**src/rtl/idex_skid_reg.sv**
```systemverilog
// idex_skid_reg: parametrised ID/EX pipeline register with valid/ready flow control.
//
// A two-entry skid buffer sits between decode and execute: the main entry drives
// the outputs and the skid entry absorbs one item when EX stalls. Because
// in_ready_o depends only on registered state, there is no combinational path
// from the EX side back to ID. Flush kills all held entries. A saturating counter
// records the cycles in which EX was ready but received a bubble.
//
// Ports:
//   clk_i          clock, rising edge
//   rst_i          asynchronous active-high reset
//   flush_i        synchronous kill of all held entries
//   in_valid_i     upstream offers payload
//   in_ready_o     block can accept payload this cycle
//   in_ctrl_i      control payload  [CTRL_W]
//   in_data_i      data payload     [DATA_W]
//   out_valid_o    payload presented to EX
//   out_ready_i    EX consumes payload this cycle
//   out_ctrl_o     control to EX, BUBBLE_CTRL when out_valid_o=0
//   out_data_o     data to EX, holds its last value when invalid
//   bubble_count_o saturating count of bubble cycles seen by a ready EX
//   bubble_clr_i   synchronous clear of bubble_count_o

module idex_skid_reg #(
  parameter int unsigned          DATA_W      = 32,
  parameter int unsigned          CTRL_W      = 16,
  parameter logic [CTRL_W-1:0]    BUBBLE_CTRL = '0,
  parameter int unsigned          CNT_W       = 16
) (
  input  logic              clk_i,
  input  logic              rst_i,
  input  logic              flush_i,
  input  logic              in_valid_i,
  output logic              in_ready_o,
  input  logic [CTRL_W-1:0] in_ctrl_i,
  input  logic [DATA_W-1:0] in_data_i,
  output logic              out_valid_o,
  input  logic              out_ready_i,
  output logic [CTRL_W-1:0] out_ctrl_o,
  output logic [DATA_W-1:0] out_data_o,
  output logic [CNT_W-1:0]  bubble_count_o,
  input  logic              bubble_clr_i
);

  // Occupancy is encoded directly by {m_valid, s_valid}.
  typedef enum logic [1:0] {
    StEmpty = 2'b00,
    StBad   = 2'b01,
    StOne   = 2'b10,
    StTwo   = 2'b11
  } state_e;

  logic              m_valid_q, m_valid_d;
  logic              s_valid_q, s_valid_d;
  logic [CTRL_W-1:0] m_ctrl_q, m_ctrl_d;
  logic [CTRL_W-1:0] s_ctrl_q, s_ctrl_d;
  logic [DATA_W-1:0] m_data_q, m_data_d;
  logic [DATA_W-1:0] s_data_q, s_data_d;
  logic [CNT_W-1:0]  cnt_q, cnt_d;

  state_e state;
  logic   accept;
  logic   consume;

  assign state   = state_e'({m_valid_q, s_valid_q});
  assign accept  = in_valid_i & in_ready_o;
  assign consume = m_valid_q & out_ready_i;

  assign in_ready_o     = ~s_valid_q;
  assign out_valid_o    = m_valid_q;
  assign out_ctrl_o     = m_valid_q ? m_ctrl_q : BUBBLE_CTRL;
  assign out_data_o     = m_data_q;
  assign bubble_count_o = cnt_q;

  always_comb begin
    m_valid_d = m_valid_q;
    s_valid_d = s_valid_q;
    m_ctrl_d  = m_ctrl_q;
    s_ctrl_d  = s_ctrl_q;
    m_data_d  = m_data_q;
    s_data_d  = s_data_q;

    if (flush_i) begin
      // Payload registers are left alone; only the valid bits are killed.
      m_valid_d = 1'b0;
      s_valid_d = 1'b0;
    end else begin
      unique case (state)
        StEmpty: begin
          if (accept) begin
            m_valid_d = 1'b1;
            m_ctrl_d  = in_ctrl_i;
            m_data_d  = in_data_i;
          end
        end
        StOne: begin
          if (accept && consume) begin
            m_ctrl_d = in_ctrl_i;
            m_data_d = in_data_i;
          end else if (accept) begin
            s_valid_d = 1'b1;
            s_ctrl_d  = in_ctrl_i;
            s_data_d  = in_data_i;
          end else if (consume) begin
            m_valid_d = 1'b0;
          end
        end
        StTwo: begin
          // in_ready_o is low here, so only the drain direction can move.
          if (consume) begin
            s_valid_d = 1'b0;
            m_ctrl_d  = s_ctrl_q;
            m_data_d  = s_data_q;
          end
        end
        default: begin
          m_valid_d = m_valid_q;
        end
      endcase
    end
  end

  always_comb begin
    cnt_d = cnt_q;
    if (bubble_clr_i) begin
      cnt_d = '0;
    end else if (out_ready_i && !m_valid_q && (cnt_q != {CNT_W{1'b1}})) begin
      cnt_d = cnt_q + 1'b1;
    end
  end

  always_ff @(posedge clk_i or posedge rst_i) begin
    if (rst_i) begin
      m_valid_q <= 1'b0;
      s_valid_q <= 1'b0;
      m_ctrl_q  <= BUBBLE_CTRL;
      s_ctrl_q  <= BUBBLE_CTRL;
      m_data_q  <= '0;
      s_data_q  <= '0;
      cnt_q     <= '0;
    end else begin
      m_valid_q <= m_valid_d;
      s_valid_q <= s_valid_d;
      m_ctrl_q  <= m_ctrl_d;
      s_ctrl_q  <= s_ctrl_d;
      m_data_q  <= m_data_d;
      s_data_q  <= s_data_d;
      cnt_q     <= cnt_d;
    end
  end

  // Skid content is always younger than main, so skid valid without main is illegal.
  skid_without_main_a : assert property (@(posedge clk_i) disable iff (rst_i)
    !(!m_valid_q && s_valid_q))
    else $error("skid entry valid while main entry empty");

endmodule

```
**config.mk**
```make
export PLATFORM = sky130hd
export DESIGN_NAME = idex_skid_reg
export DESIGN_NICKNAME = d
export VERILOG_FILES = /design/src/rtl/idex_skid_reg.sv
export SDC_FILE = /design/constraint.sdc
export NUM_CORES = 1
export LEC_CHECK = 0
export CORE_UTILIZATION = 50
export CTS_CLUSTER_SIZE = 16
export DETAILED_ROUTE_END_ITERATION = 8
export GPL_ROUTABILITY_DRIVEN = 0
export HOLD_SLACK_MARGIN = 0.1
export PLACE_DENSITY = 0.83
export SETUP_SLACK_MARGIN = 0.05
export SLEW_MARGIN = 5
export SYNTH_ARGS = -nofsm -noshare
export SYNTH_HDL_FRONTEND = slang
export SYNTH_SLANG_ARGS = --single-unit
export TNS_END_PERCENT = 1
```
**constraint.sdc**
```tcl
create_clock -name clk_i -period 4.35 [get_ports clk_i]
set_input_delay 0.87 -clock clk_i [delete_from_list [all_inputs] [get_ports clk_i]]
set_output_delay 0.87 -clock clk_i [all_outputs]
set_load 0.05 [all_outputs]
```
After elaboration in Yosys (flattened, before gate mapping)
Cells that the tools add are included.
{"block": "word_totals", "register_bits": 114, "out_inout_bits": 66, "wordCells": 58}
{"block": "classes", "n_addsub": 1, "eq_ne": 12, "mux": 20, "n_bitwise": 5, "n_reduce_logical": 13}
{"op": "$mux 16", "n": 6}
{"op": "$mux 32", "n": 3}
{"op": "$pmux 32 s3", "n": 1}
{"op": "$pmux 16 s3", "n": 1}
{"op": "$ne 3x3->1 const B", "n": 6}
{"op": "$add 16x1->16 const B", "n": 1}
{"op": "$ne 16x16->1 const B", "n": 1}
{"op": "$reduce_and 5->1", "n": 2}
{"op": "$reduce_bool 3->1", "n": 3}
{"op": "$reduce_and 4->1", "n": 2}
{"op": "$mux 1", "n": 7}
{"op": "$ne 2x2->1 const B", "n": 3}
{"op": "$eq 2x2->1 const B", "n": 2}
{"op": "$pmux 1 s2", "n": 2}
{"op": "$logic_and 1x1->1", "n": 3}
{"op": "$not 1->1", "n": 3}
{"op": "$and 1x1->1", "n": 2}
{"op": "$logic_not 2->1", "n": 1}
{"op": "$reduce_bool 2->1", "n": 1}
{"op": "$logic_not 1->1", "n": 1}

Longest topological paths before layout
{"block": "logic_depth", "depth_word": 6, "depth_mapped": 6}

Least setup slack after synthesis
OpenSTA, ideal clock, no wires.
{"block": "synth_timing", "path_kind": "reg2out", "start": "reg m_valid_q (netlist: out_valid_o)", "end": "out out_ctrl_o[10]", "arrival_time_ns": 1.614, "t_required_ns": 3.480, "setup_slack_ns": 1.866, "stages_incl_launch_ff": 4, "n_path_buf": 2, "path_cell_list": "dfrtp_1 buf_1 clkbuf_1 and2_1"}
{"block": "synth_via", "elab_chain_len": 1}
{"element": "from (decl)", "line": "53", "text": "logic m_valid_q, m_valid_d;"}
{"element": "from (signal assigned)", "line": "142", "text": "m_valid_q <= m_valid_d;"}
{"element": "$mux 16", "line": "71", "text": "assign out_ctrl_o = m_valid_q ? m_ctrl_q : BUBBLE_CTRL;"}
{"element": "to (decl)", "line": "39", "text": "output logic [CTRL_W-1:0] out_ctrl_o,"}
No other way between the ends.

Worst setup path after layout
{"block": "layout_timing", "start": "reg m_valid_q (netlist: out_valid_o)", "end": "out out_ctrl_o[9]"}
Same word-level chain as after synthesis.

==> metrics.yaml <==
floorplanning:
  io-pin-count: 120
  start_util: 0.5165
  fp.dieW_um: 102.5
  std_cell_rows: 36
  core_area_um2: 9774
  die_height_um: 102.5
  die-area_um2: 10500
power_and_ir_drop:
  leakagePower_nw: 3.149
  clockPowerShare: 0.367
  p_switching_mw: 1.064
  power_density_nw_per_um2: 514.4
  swShare: 0.2997
  p_int_mw: 2.486
  comb_power_share: 0.236
  power_mw: 3.550
  peakVddDrop_mv: 0.3350
  seqPwrFrac: 0.397
sta:
  worst_slew_pin_slew_ns: 1.163
  slew_headroom: 0.2220
  period_share: 0.7669
  grt_setup_unrepaired: "no"
  final.min_clock_period_ns: 3.336
  timing.hold.ws_ns: 0.4886
  max_freq_ghz: 0.2997
  tns_ns: 0
  slew_violations: 0
  setup_viol: 0
  finalHoldViolCount: 0
  clock_skew_ns: 0.006361
clocking:
  numCtsBuffers: 17
  cts_buffer_depth: 2
  cts.clk_slew.worst_paths_ns: 0.05
  cts_tree: "yes"
  cts_root_buffer: "clkbuf_8"
  cts_hold_buf: 0
  cts_max_level: 4
  clkSinkCount: 114
  cts_resized: 0
  clock_latency_ns: 0.51
  post_cts_buffers: 0
place:
  io_buffers: 119
  dp_hpwl_um: 7376
final_layout:
  nets: 610
  drive_above_1_share: 0.1168
  seqCellArea_um2: 2853
  multiInputGateArea_um2: 2087
  syn2layout_area_growth_pct: 36.70
  n_antenna_cell: 0
  n_fill_cell: 715
critical_path:
  startpoint_type: "register"
  cp_max_fo: 26
  r2r_cells: 5
  rr_startpoint: "bubble_count_o[0]"
  reg2reg_to: "bubble_count_o[7]"
  cp.arrival_ns: 2.47
  cp.required_ns: 3.48
  r2r_slack_ns: 1.73
  crit_type: "reg2out"
  endpoint_kind: "output pin"
yosys:
  yosys_warnings: 0
  synth-seq-cells: 114
  ys_seq_area_frac: 0.5651
  syn_inst: 440
  synth_nets: 495
  syn_area_um2: 5049
  synth.avg_cell_area_um2: 11.47
  post_synth_num_cell_types: 32
drt:
  routedWlPerCell_um: 16.30
  routed-via-count: 3789
  initialDrtViolationCount: 158
  drtAntennaViolNets: 0
  drt_pass1_iterations: 6
  drt_wl_total_um: 11380
  via_per_inst: 5.428
  drc: 0
global_routing:
  grt_max_degree: 97
  antenna_found_initial: 0
  track_usage: 0.2324
  use_met2: 0.3672
  grt_pass1_vias: 3813
  overflow: 0
  grt_pass1_wl_um: 18420
  busiest_layer: "met2"
  met3_usage: 0.09234
  grtUsageMet1: 0.2873
status:
  outcome: "finished, final reports clean"
hold_path:
  hold_depth: 1
  hold_path_class: "reg2reg"
  hold_end: "s_data_q[14]"
  hold_start: "s_data_q[14]"
run:
  maxCapViolCount: 0
==> cells by family (layout without fill, tap and decap cells) <==
group	Yosys count	in the layout	synth area share
buffers and inverters	31	156	0.02503
AOI/OAI and AO/OA	82	82	0.08674
DFF	114	114	0.5651
and+or+nand+nor	115	115	0.1162
adders and majority gates	1	1	0.002478
muxes	97	97	0.2045
==> how the worst max path moves through the flow <==
| stage | start | to |
|---|---|---|
| after detailed placement | in_valid_i | s_data_q[6] |
| final | out_valid_o | out_ctrl_o[9] |
| after floorplan | rst_i | bubble_count_o[0] |
| after CTS | out_valid_o | out_ctrl_o[9] |
| after global placement | in_valid_i | s_data_q[9] |
| after global routing | out_valid_o | out_ctrl_o[9] |
==> cell usage in the layout (no fill, tap or decap), drive strengths merged <==
master,instances
a211oi,2
a21oi,65
and2,16
and3,1
and4b,1
buf,4
bufinv,2
clkbuf,23
clkdlybuf4s50,119
clkinv,4
dfrtp,114
ha,1
inv,4
mux2,49
mux2i,48
nand2,9
nand2b,2
nand3,4
nand3b,1
nand4,5
nor2,52
nor2b,2
nor3,3
nor4,3
o21ai,7
o31ai,6
o41ai,2
or2,1
or3,8
or4,6
or4b,1
==> cell type report <==
cell class,count,area share
sequential,114,0.4133
clock buffer,23,0.06907
tap,133,0.02411
clock inverter,6,0.01160
inverter,4,0.002538
timing repair buffer,123,0.1769
multi-input combinational,295,0.3024
==> sequential cells by signal, indices dropped and copies added, names as in the netlist <==
name            flops
s_data_q           32
s_valid_q           1
out_valid_o         1
m_ctrl_q           16
bubble_count_o     16
out_data_o         32
s_ctrl_q           16
==> layer usage <==
| metal | routed length (µm) | part of all wire |
|---|---|---|
| met2 | 5589 | 0.49 |
| met5 | 0 | 0 |
| met4 | 124 | 0.011 |
| met3 | 928 | 0.082 |
| met1 | 4733 | 0.42 |
==> metrics by stage <==
step                      worst slack [ns]  std cells    util  cell area [µm²]
after floorplan                     0.4643        440       -             5049
after global placement               1.270        669  0.6491             6345
after detailed placement             1.179        669  0.6491             6345
after CTS                           0.9967        698  0.7061             6902
after global routing                0.8929        698  0.7061             6902
final                                1.014        698  0.7061             6902
==> cells in the mapped netlist (all sizes together) <==
cell type / count / area share
dfrtp: 114 / 0.57
a21oi: 65 / 0.064
nor2: 52 / 0.039
mux2: 49 / 0.11
mux2i: 48 / 0.095
and2: 16 / 0.020
clkbuf: 15 / 0.011
buf: 12 / 0.011
nand2: 9 / 0.0067
or3: 8 / 0.0099
o21ai: 7 / 0.0069
o31ai: 6 / 0.0089
or4: 6 / 0.0089
nand4: 5 / 0.0074
inv: 4 / 0.0030
nand3: 4 / 0.0040
nor3: 3 / 0.0030
nor4: 3 / 0.0050
a211oi: 2 / 0.0030
nand2b: 2 / 0.0025
nor2b: 2 / 0.0025
o41ai: 2 / 0.0035
and3: 1 / 0.0012
and4b: 1 / 0.0020
ha: 1 / 0.0025
nand3b: 1 / 0.0015
or2: 1 / 0.0012
or4b: 1 / 0.0020
==> power by group through the flow <==
| stage | Combinational, mW | Clock [mW] | Sequential [mW] |
|---|---|---|---|
| 3_3_place_gp | 0.818 | 0 | 1.41 |
| 2_1_floorplan | 0.328 | 0 | 1.63 |
| 6_report | 0.837 | 1.30 | 1.41 |
| 3_5_place_dp | 0.842 | 0 | 1.42 |
| 5_1_grt | 0.895 | 1.37 | 1.44 |
| 4_1_cts | 0.846 | 1.32 | 1.41 |
==> worst max-delay path, stage by stage (launching register included) <==
cell,delay [ns]
dfrtp_1,0.88
and2_1,0.23
clkdlybuf4s50_1,0.84
No activity file was read; power rests on OpenSTA's default activity.
